[src/rtl/ff_pipe.sv]
// ff_pipe: WIDTH-bit, DEPTH-stage register pipeline with async reset to
// RST_VAL, stall (en), sync flush, per-stage valid bits, an occupancy
// counter and a saturating tap readout.
// Optional q[0] edge strobes (rise/fall) are built when FF_PIPE_EDGE_EN
// is defined. Otherwise the ports exist and are tied low.

// One pipeline stage: data plus its valid bit, with flush taking
// priority over shift.
module ff_pipe_stage #(
  parameter int               WIDTH   = 8,
  parameter logic [WIDTH-1:0] RST_VAL = '0
) (
  input  logic             ck,
  input  logic             rst,
  input  logic             en,
  input  logic             flush,
  input  logic [WIDTH-1:0] d,
  input  logic             d_valid,
  output logic [WIDTH-1:0] q,
  output logic             q_valid
);

  logic [WIDTH-1:0] dat_d, dat_q;
  logic             vld_d, vld_q;

  // next-state: flush clears, enable shifts, otherwise hold
  always_comb begin
    dat_d = dat_q;
    vld_d = vld_q;
    if (flush) begin
      dat_d = RST_VAL;
      vld_d = 1'b0;
    end else if (en) begin
      dat_d = d;
      vld_d = d_valid;
    end
  end

  // stage registers, async reset to the programmable value
  always_ff @(posedge ck or posedge rst) begin
    if (rst) begin
      dat_q <= RST_VAL;
      vld_q <= 1'b0;
    end else begin
      dat_q <= dat_d;
      vld_q <= vld_d;
    end
  end

  assign q       = dat_q;
  assign q_valid = vld_q;

endmodule

module ff_pipe #(
  parameter  int               WIDTH   = 8,
  parameter  int               DEPTH   = 4,
  parameter  logic [WIDTH-1:0] RST_VAL = '0,
  localparam int               TAP_W   = (DEPTH > 1) ? $clog2(DEPTH) : 1,
  localparam int               CNT_W   = $clog2(DEPTH + 1)
) (
  input  logic             ck,
  input  logic             rst,
  input  logic             en,
  input  logic             flush,
  input  logic [WIDTH-1:0] d,
  input  logic             d_valid,
  output logic [WIDTH-1:0] q,
  output logic             q_valid,
  input  logic [TAP_W-1:0] tap_sel,
  output logic [WIDTH-1:0] tap_q,
  output logic [CNT_W-1:0] count,
  output logic             rise,
  output logic             fall
);

  // s/v are the stage outputs; s_in/v_in are what each stage captures
  logic [DEPTH-1:0][WIDTH-1:0] s, s_in;
  logic [DEPTH-1:0]            v, v_in;

  assign s_in[0] = d;
  assign v_in[0] = d_valid;

  // stage chain: stage i captures stage i-1 (stage 0 captures d)
  for (genvar i = 0; i < DEPTH; i++) begin : g_stg
    if (i > 0) begin : g_link
      assign s_in[i] = s[i-1];
      assign v_in[i] = v[i-1];
    end
    ff_pipe_stage #(
      .WIDTH   (WIDTH),
      .RST_VAL (RST_VAL)
    ) u_stg (
      .ck      (ck),
      .rst     (rst),
      .en      (en),
      .flush   (flush),
      .d       (s_in[i]),
      .d_valid (v_in[i]),
      .q       (s[i]),
      .q_valid (v[i])
    );
  end

  assign q       = s[DEPTH-1];
  assign q_valid = v[DEPTH-1];

  // Occupancy: +1 for a valid word entering, -1 for a valid word leaving.
  // A full pipe can only accept a new valid word while one leaves, so
  // the count never wraps.
  logic [CNT_W-1:0] cnt_d, cnt_q;

  // occupancy next-state
  always_comb begin
    cnt_d = cnt_q;
    if (flush) begin
      cnt_d = '0;
    end else if (en) begin
      cnt_d = cnt_q + CNT_W'(d_valid) - CNT_W'(v[DEPTH-1]);
    end
  end

  // occupancy register
  always_ff @(posedge ck or posedge rst) begin
    if (rst) cnt_q <= '0;
    else     cnt_q <= cnt_d;
  end

  assign count = cnt_q;

  // tap mux: out-of-range selects fall back to the last stage
  always_comb begin
    tap_q = s[DEPTH-1];
    for (int i = 0; i < DEPTH; i++) begin
      if (32'(tap_sel) == i) tap_q = s[i];
    end
  end

`ifdef FF_PIPE_EDGE_EN
  // h holds q[0] as it was before the most recent enabled shift
  logic h_d, h_q;

  // edge history next-state: flush reloads the reset bit
  always_comb begin
    h_d = h_q;
    if (flush)   h_d = RST_VAL[0];
    else if (en) h_d = s[DEPTH-1][0];
  end

  // edge history register
  always_ff @(posedge ck or posedge rst) begin
    if (rst) h_q <= RST_VAL[0];
    else     h_q <= h_d;
  end

  // Both inputs are flops that move together, so each strobe lasts
  // exactly one shift and holds through a stall.
  assign rise = s[DEPTH-1][0] & ~h_q;
  assign fall = ~s[DEPTH-1][0] & h_q;
`else
  assign rise = 1'b0;
  assign fall = 1'b0;
`endif

endmodule
[config.mk]
export PLATFORM = sky130hd
export DESIGN_NAME = ff_pipe
export DESIGN_NICKNAME = d
export VERILOG_FILES = /design/src/rtl/ff_pipe.sv
export SDC_FILE = /design/constraint.sdc
export NUM_CORES = 1
export LEC_CHECK = 0
export CAP_MARGIN = 20
export CELL_PAD_IN_SITES_DETAIL_PLACEMENT = 0
export CELL_PAD_IN_SITES_GLOBAL_PLACEMENT = 1
export CORE_UTILIZATION = 25
export DETAILED_ROUTE_END_ITERATION = 7
export PLACE_DENSITY = 0.59
export SLEW_MARGIN = 20
export SYNTH_ARGS = -nofsm -noshare
export SYNTH_HDL_FRONTEND = slang
export SYNTH_SLANG_ARGS = --single-unit
export TNS_END_PERCENT = 5
[constraint.sdc]
create_clock -name ck -period 3.2 [get_ports ck]
set_input_delay 0.48 -clock ck [delete_from_list [all_inputs] [get_ports ck]]
set_output_delay 0.48 -clock ck [all_outputs]
set_load 0.02 [all_outputs]
# --- Yosys cells after proc, flatten, opt, wreduce, memory -nomap -nowiden ---
# Cells that the tools add are included.
word_totals:
  output_inout_bits: 22
  word_cells: 38
  ff_bits: 39
classes:
  addsub: 2
  n_eq_ne: 3
  n_mux: 22
  reduce_logical: 2
op_table:
  columns: ["cell", "n"]
  rows:
  - ["$mux 8", 12]
  - ["$mux 1", 8]
  - ["$mux 3", 2]
  - ["$eq 2x2->1 const B", 2]
  - ["$add 3x1->3", 1]
  - ["$sub 3x1->3", 1]
  - ["$eq 2x1->1 const B", 1]
  - ["$logic_not 2->1", 1]
  - ["$reduce_bool 2->1", 1]

# --- Longest topological paths before layout ---
# Gate-level depths: netlist of run 1.
depth:
  depth_word: 5
  mapped_depth: 9
  mapped_depth_nobuf: 9

# --- Hierarchy ---
# From an unflattened synthesis of run 1, not the netlist that was laid out.
unflattened:
  cells_unflattened: 153
  area_unflattened_um2: 1885.6
modules_own_cells:
  columns: ["module", "area_each_um2", "cells_each", "n_inst"]
  rows:
  - ["ff_pipe_stage", 367.9, 30, 4]
  - ["ff_pipe", 414.1, 33, 1]

# --- Worst setup path before layout of run 1 ---
# No wires, ideal clock.
synth_path:
  kind: "register -> register"
  startpoint: "register cnt_q[0] (netlist: count[0])"
  endpoint: "register cnt_q[2] (netlist: count[2])"
  required_time_ps: 3080
  n_path_buf: 0
  stages_incl_launch_ff: 10
  path_slack_ps: 1292
  period_less_slack_ps: 1908
  arrival_time_ps: 1788
  cell_sequence: "dfrtp_1 -> inv_1 -> ha_1 -> inv_1 -> ha_1 -> inv_1 -> fa_1 -> xor2_1 -> a21oi_1 -> a31o_2"
synth_via:
  elab_chain_cells: 4
synth_lines:
  columns: ["element", "line", "text"]
  rows:
  - ["start: declaration", "111", "logic [CNT_W-1:0] cnt_d, cnt_q;"]
  - ["start signal: assignment", "126", "else cnt_q <= cnt_d;"]
  - ["$add 3x1->3", "119", "cnt_d = cnt_q + CNT_W'(d_valid) - CNT_W'(v[DEPTH-1]);"]
  - ["$sub 3x1->3", "119", null]
  - ["$mux 3", "118", "end else if (en) begin"]
  - ["$mux 3", "116", "if (flush) begin"]
# No other way between the ends. The select of a mux whose other input is x is not followed.
# A chain may end at the register's enable or synchronous reset.

# --- Final worst setup path of run 1 ---
layout_path:
  startpoint: "input port tap_sel[0]"
  endpoint: "output port tap_q[5]"
layout_via:
  elab_chain_cells: 5
layout_lines:
  columns: ["element", "line", "text"]
  rows:
  - ["start: declaration", "70", "input logic [TAP_W-1:0] tap_sel,"]
  - ["$logic_not 2->1", "135", "if (32'(tap_sel) == i) tap_q = s[i];"]
  - ["$mux 8 (3 in series)", "135", null]
  - ["$mux 8 (*)", "135", null]
  - ["end: declaration", "71", "output logic [WIDTH-1:0] tap_q,"]
# Mark *: on every way between the ends. The rest lies on a longest branch, timed or not.

==> results of run 1 <==
==> logic make-up after synthesis <==
group / after synthesis / synth area share
buffers and inverters: 17 / 0.05386
xor gates and xnor gates: 1 / 0.004715
AOI/OAI and AO/OA: 3 / 0.01145
and+or+nand+nor: 40 / 0.08216
adders and majority gates: 3 / 0.02424
DFF: 39 / 0.5253
muxes: 45 / 0.2963
other: 1 / 0.002018
==> cells in the mapped netlist, drive strengths merged <==
cell    instances
conb            1
ha              2
inv             4
clkbuf          2
mux2i          37
fa              1
a211oi          1
mux4            8
nor2           39
a21oi           1
dfrtp          39
a31o            1
xor2            1
nand2b          1
buf            11
==> worst max-delay path, stage by stage <==
cell             delay, ns
clkdlybuf4s50_1       0.45
buf_4                 0.21
mux4_2                0.54
clkdlybuf4s50_1       0.55
==> metal layers <==
layer / wire length (um) / up-vias / GRT usage
li1: - / 565 / -
met1: 1803 / 587 / 0.1440
met2: 1695 / 25 / 0.1643
met3: 154 / 5 / 0.02985
met4: 38 / 0 / 0.03519
met5: 0 / - / 0
==> state kept, by name, summed over array words and instances (netlist names) <==
register / cells
count: 3
g_stg.u_stg.q: 32
g_stg.u_stg.q_valid: 4
==> how the worst max path moves through the flow <==
| stage | to | cells after the start | from | slack (ns) |
|---|---|---|---|---|
| 4_1_cts | tap_q[5] | 4 | tap_sel[0] | 0.45 |
| 3_3_place_gp | tap_q[7] | 4 | tap_sel[0] | 0.46 |
| 3_5_place_dp | tap_q[5] | 4 | tap_sel[0] | 0.46 |
| 5_1_grt | tap_q[5] | 4 | tap_sel[0] | 0.41 |
| 6_report | tap_q[5] | 4 | tap_sel[0] | 0.47 |
| 2_1_floorplan | count[2] | 9 | count[0] | 1.29 |
==> area by class of cell <==
cell class / instances / share of cell area
Sequential cell: 39 / 0.4158
Multi-Input combinational cell: 94 / 0.3348
Timing Repair Buffer: 38 / 0.1557
Tap cell: 99 / 0.05277
Clock buffer: 7 / 0.03252
Inverter: 4 / 0.006397
Clock inverter: 1 / 0.002132
==> power by group through the flow <==
stage,combinational (mW),clock (mW),sequential (mW)
final,0.134,0.320,0.522
after global routing,0.149,0.356,0.524
after CTS,0.137,0.335,0.522
after detailed placement,0.136,0,0.531
after global placement,0.136,0,0.531
after floorplan,0.0869,0,0.533
==> impl_metrics.csv, run 1 <==
group,metric,value,unit
timing,worst_pin_slew,0.8420,ns
logic_synthesis,synth_area_leaders,"dfrtp_1, mux2i_1, mux4_2",
clock_tree,cts_tree,"yes",
worst_setup_path,cp-end-kind,"output port",
grt,grt_overflow_total,0,
worst_setup_path,r2r_slack,1.26,ns
min_path,min_path_cells,2,
worst_setup_path,worstReg2RegStart,"g_stg[3].u_stg.q_valid",
grt,track_usage,0.1062,
worst_setup_path,reg2reg_to,"count[2]",
logic_synthesis,synth_cells,149,
worst_setup_path,cp.arrival,2.25,ns
place,place_ws,0.4557,ns
clock_tree,path_clk_slew,0.07,ns
status,status,"finished clean",
routing,avgViaCountPerCell,4.191,
logic_synthesis,synth_seq_area_share,0.5253,
finish,fin_nets,200,
flow_run,cap_violations,0,
timing,period_share,0.8516,
finish,multi_input_area,785.8,um^2
min_path,hold_class,"flop to flop",
finish,fin_area,2347,um^2
floorplanning,die_x,88.21,um
power_and_ir_drop,power_density,415.3,nW/um^2
timing,final.setup.worst_slack,0.4749,ns
place,place_inst,274,
timing,min_period,2.725,ns
clock_tree,htreeDepth,2,
finish,n_antenna_cell,0,
floorplanning,start_util,0.2575,
power_and_ir_drop,switching_share,0.2544,
timing,final.setup.tns,0,ns
floorplanning,die_h,88.21,um
logic_synthesis,syn_area_per_cell,12.47,um^2
finish,final_core_util,0.3254,
logic_synthesis,ys_ff_latch,39,
routing,dr.pass1.iters,4,
clock_tree,cts_sinks,39,
clock_tree,clockBufferDepth,2,
timing,setup_viol,0,
power_and_ir_drop,clock_power_share,0.328,
routing,ant_nets,0,
grt,antenna_found_initial,0,
routing,drt-total-wl,3691,um
floorplanning,fp.coreArea,7214,um^2
logic_synthesis,synth_cell_type_count,18,
timing,rsz0062_at_grt,"false",
grt,grt_pass1_wl,6189,um
grt,grt_pass1_vias,1221,
logic_synthesis,ys_warn_count,0,
finish,syn_to_final_growth,26.33,%
place,numPortBuffers,34,
clock_tree,clk_latency,0.29,ns
power_and_ir_drop,pwr-share-comb,0.137,
place,dp_hpwl,2327,um
power_and_ir_drop,p_int,0.7269,mW
logic_synthesis,syn_area,1858,um^2
worst_setup_path,crit_path_start_kind,"input pin",
grt,grt_max_degree,40,
place,place_area,2266,um^2
routing,wl_per_cell,13.09,um
routing,num_vias,1182,
finish,n_fill_cell,773,
floorplanning,rows,31,
floorplanning,pin_count,37,
min_path,holdCritStartpoint,"g_stg[2].u_stg.q_valid",
timing,relSlewSlack,0.4387,
power_and_ir_drop,vdd_drop_max,0.0001537,V
timing,fin_skew,0.004355,ns
finish,drive_above_1_share,0.1093,
min_path,hold_end,"g_stg[2].u_stg.q_valid",
logic_synthesis,synth_top_cell_area_share,0.5253,
power_and_ir_drop,power_switching,0.2480,mW
floorplanning,dieArea,7781,um^2
timing,max_freq,367.0,MHz
logic_synthesis,synth_top_area_cell,"dfrtp_1",
power_and_ir_drop,power,0.9749,mW
routing,drc_errors,0,
timing,finalHoldWorstSlack,0.5284,ns
worst_setup_path,r2r_cells,8,
power_and_ir_drop,p_leak,1.112,nW
worst_setup_path,cp_max_fo,8,
finish,layout_common_cells,"nor2_1, dfrtp_1, mux2i_1, clkdlybuf4s50_1, mux4_2",
routing,drt-initial-drc-count,45,
timing,report.final.slew_viol_count,0,
clock_tree,cts_setup_buffers,0,
finish,seqCellArea,975.9,um^2
finish,final_cells,282,
clock_tree,cts_hold_buf,0,
place,place.gp.congestion,0.6507,
clock_tree,root_buffer,"clkbuf_8",
clock_tree,cts_made_buffers,5,
timing,final_hold_viol_count,0,
power_and_ir_drop,seqPwrFrac,0.535,
worst_setup_path,critPathKind,"input pin to output port",
clock_tree,cts_resized,0,
worst_setup_path,critPathRequiredTime,2.72,ns
No activity file was read; power rests on OpenSTA's default activity.
==> inputs of run 2 (changes only) <==
Settings changed: CORE_UTILIZATION 25 to 35, PLACE_DENSITY 0.59 to 0.76.
==> run 2 against run 1 <==
  * Total power fell by 0.62%
  * Design area shrank 1.5%
  * Non-clock buffer count unchanged
  * Clock power is 2% lower
  * First-iteration DRC count down 27%
  * Hold slack gained 0.0021 ns
  * Global-route usage is 3.7 points higher
  * Via count up 3.8%
  * Largest cell class unchanged
  * Highest routed layer unchanged
==> impl_metrics.csv, run 2 (synthesized netlist as in run 1, its figures left out) <==
group,metric,value,unit
grt,grt_overflow_total,0,
finish,layout_common_cells,"nor2_1, dfrtp_1, mux2i_1, clkdlybuf4s50_1, mux4_2",
timing,max_freq,366.9,MHz
finish,drive_above_1_share,0.1093,
routing,ant_nets,0,
worst_setup_path,worstReg2RegStart,"g_stg[3].u_stg.q_valid",
worst_setup_path,cp.arrival,2.25,ns
grt,track_usage,0.1431,
clock_tree,clk_latency,0.29,ns
routing,drt-initial-drc-count,33,
timing,report.final.slew_viol_count,0,
worst_setup_path,cp_num_buf_inv,3,
timing,final.setup.worst_slack,0.4744,ns
place,place.gp.congestion,0.6891,
routing,dr.pass1.iters,4,
floorplanning,fp.coreArea,5107,um^2
grt,antenna_found_initial,0,
floorplanning,start_util,0.3638,
clock_tree,root_buffer,"clkbuf_8",
routing,wl_per_cell,13.73,um
routing,avgViaCountPerCell,4.850,
routing,num_vias,1227,
worst_setup_path,crit_path_start,"tap_sel[0]",
clock_tree,cts_tree,"yes",
floorplanning,dieArea,5604,um^2
clock_tree,cts_setup_buffers,0,
power_and_ir_drop,power,0.9689,mW
status,status,"finished clean",
min_path,holdCritStartpoint,"g_stg[1].u_stg.q_valid",
place,place_ws,0.4671,ns
worst_setup_path,critPathKind,"input pin to output port",
grt,grt_pass1_wl,5906,um
grt,grt_pass1_vias,1242,
finish,fin_nets,200,
floorplanning,die_h,74.86,um
clock_tree,cts_made_buffers,5,
timing,relSlewSlack,0.4896,
timing,setup_viol,0,
power_and_ir_drop,p_leak,1.112,nW
worst_setup_path,cp-end-kind,"output port",
clock_tree,cts_sinks,39,
timing,worst_pin_slew,0.7656,ns
clock_tree,clockBufferDepth,2,
floorplanning,rows,26,
timing,final.setup.tns,0,ns
clock_tree,path_clk_slew,0.07,ns
worst_setup_path,cp_max_fo,8,
clock_tree,cts_hold_buf,0,
worst_setup_path,worst-path-stages,4,
finish,largest_reg_flops,32,
finish,n_fill_cell,480,
place,place_inst,245,
worst_setup_path,worst_path_max_delay_cell,"clkdlybuf4s50_1",
min_path,hold_class,"flop to flop",
timing,min_period,2.726,ns
timing,final_hold_viol_count,0,
place,dp_hpwl,2333,um
place,numPortBuffers,34,
worst_setup_path,crit_path_start_kind,"input pin",
timing,fin_skew,0.01080,ns
finish,n_antenna_cell,0,
timing,period_share,0.8517,
flow_run,cap_violations,0,
worst_setup_path,worstPathCellList,"clkdlybuf4s50_1 -> buf_4 -> mux4_2 -> clkdlybuf4s50_1",
grt,grt_max_degree,40,
floorplanning,pin_count,37,
worst_setup_path,slowest_delay,0.56,ns
power_and_ir_drop,power_density,419.3,nW/um^2
worst_setup_path,r2r_cells,8,
timing,finalHoldWorstSlack,0.5305,ns
power_and_ir_drop,vdd_drop_max,0.0002343,V
min_path,min_path_cells,2,
worst_setup_path,critPathMostFrequentCell,"clkdlybuf4s50_1",
finish,final_cells,253,
clock_tree,htreeDepth,2,
worst_setup_path,critPathRequiredTime,2.72,ns
finish,syn_to_final_growth,24.38,%
clock_tree,cts_resized,0,
timing,rsz0062_at_grt,"false",
floorplanning,die_x,74.86,um
routing,drc_errors,0,
routing,drt-total-wl,3473,um
worst_setup_path,crit_family,"buffers and inverters",
==> run 2: worst paths after layout <==
kind / endpoint / slack (ns)
setup / recovery: tap_q[6] / 0.47
max in group asynchronous: g_stg[1].u_stg.q[4] / 2.25
hold / removal: g_stg[1].u_stg.q_valid / 0.53
setup reg to reg: count[2] / 1.27
min in group asynchronous: g_stg[3].u_stg.q[2] / 0.61
hold reg to reg: g_stg[1].u_stg.q_valid / 0.53
==> run 2: power by group <==
group / internal [mW] / switching (mW) / total, mW
logic: 0.0652 / 0.0682 / 0.133
clock network: 0.153 / 0.161 / 0.314
registers: 0.509 / 0.0130 / 0.522
==> run 2: layout make-up <==
cell class / instances / area [um^2] / area share
clock buffers: 7 / 76.32 / 0.03303
clock inverters: 1 / 5.005 / 0.002166
inverters: 4 / 15.01 / 0.006497
multi-input cells: 94 / 785.8 / 0.3400
flip-flops and latches: 39 / 975.9 / 0.4223
well taps: 70 / 87.58 / 0.03790
repair buffers: 38 / 365.4 / 0.1581
==> run 2: worst min-delay path, cell delays in order, from the launching register on <==
cell and delay, ns:
dfrtp_1 0.35, mux2i_1 0.07, nor2_1 0.08
==> run 2: routing by layer <==
| layer | GRT usage | share of wire | vias to the layer above |
|---|---|---|---|
| li1 | - | - | 566 |
| met1 | 0.1864 | 0.46 | 618 |
| met2 | 0.2332 | 0.47 | 39 |
| met3 | 0.03614 | 0.056 | 4 |
| met4 | 0.05031 | 0.012 | 0 |
| met5 | 0 | 0 | - |
==> run 2: per-stage QoR <==
stage | utilization | area (um^2)
6_report | 0.4525 | 2311
5_1_grt | 0.4525 | 2311
4_1_cts | 0.4525 | 2311
3_5_place_dp | 0.4366 | 2230
3_3_place_gp | 0.4366 | 2230
2_1_floorplan | - | 1862
==> inputs of run 3 (changes only) <==
Settings changed: SKIP_CTS_REPAIR_TIMING set to 1.
==> results of run 3 <==
Final layout, timing and power as in run 2 (identical DEF).
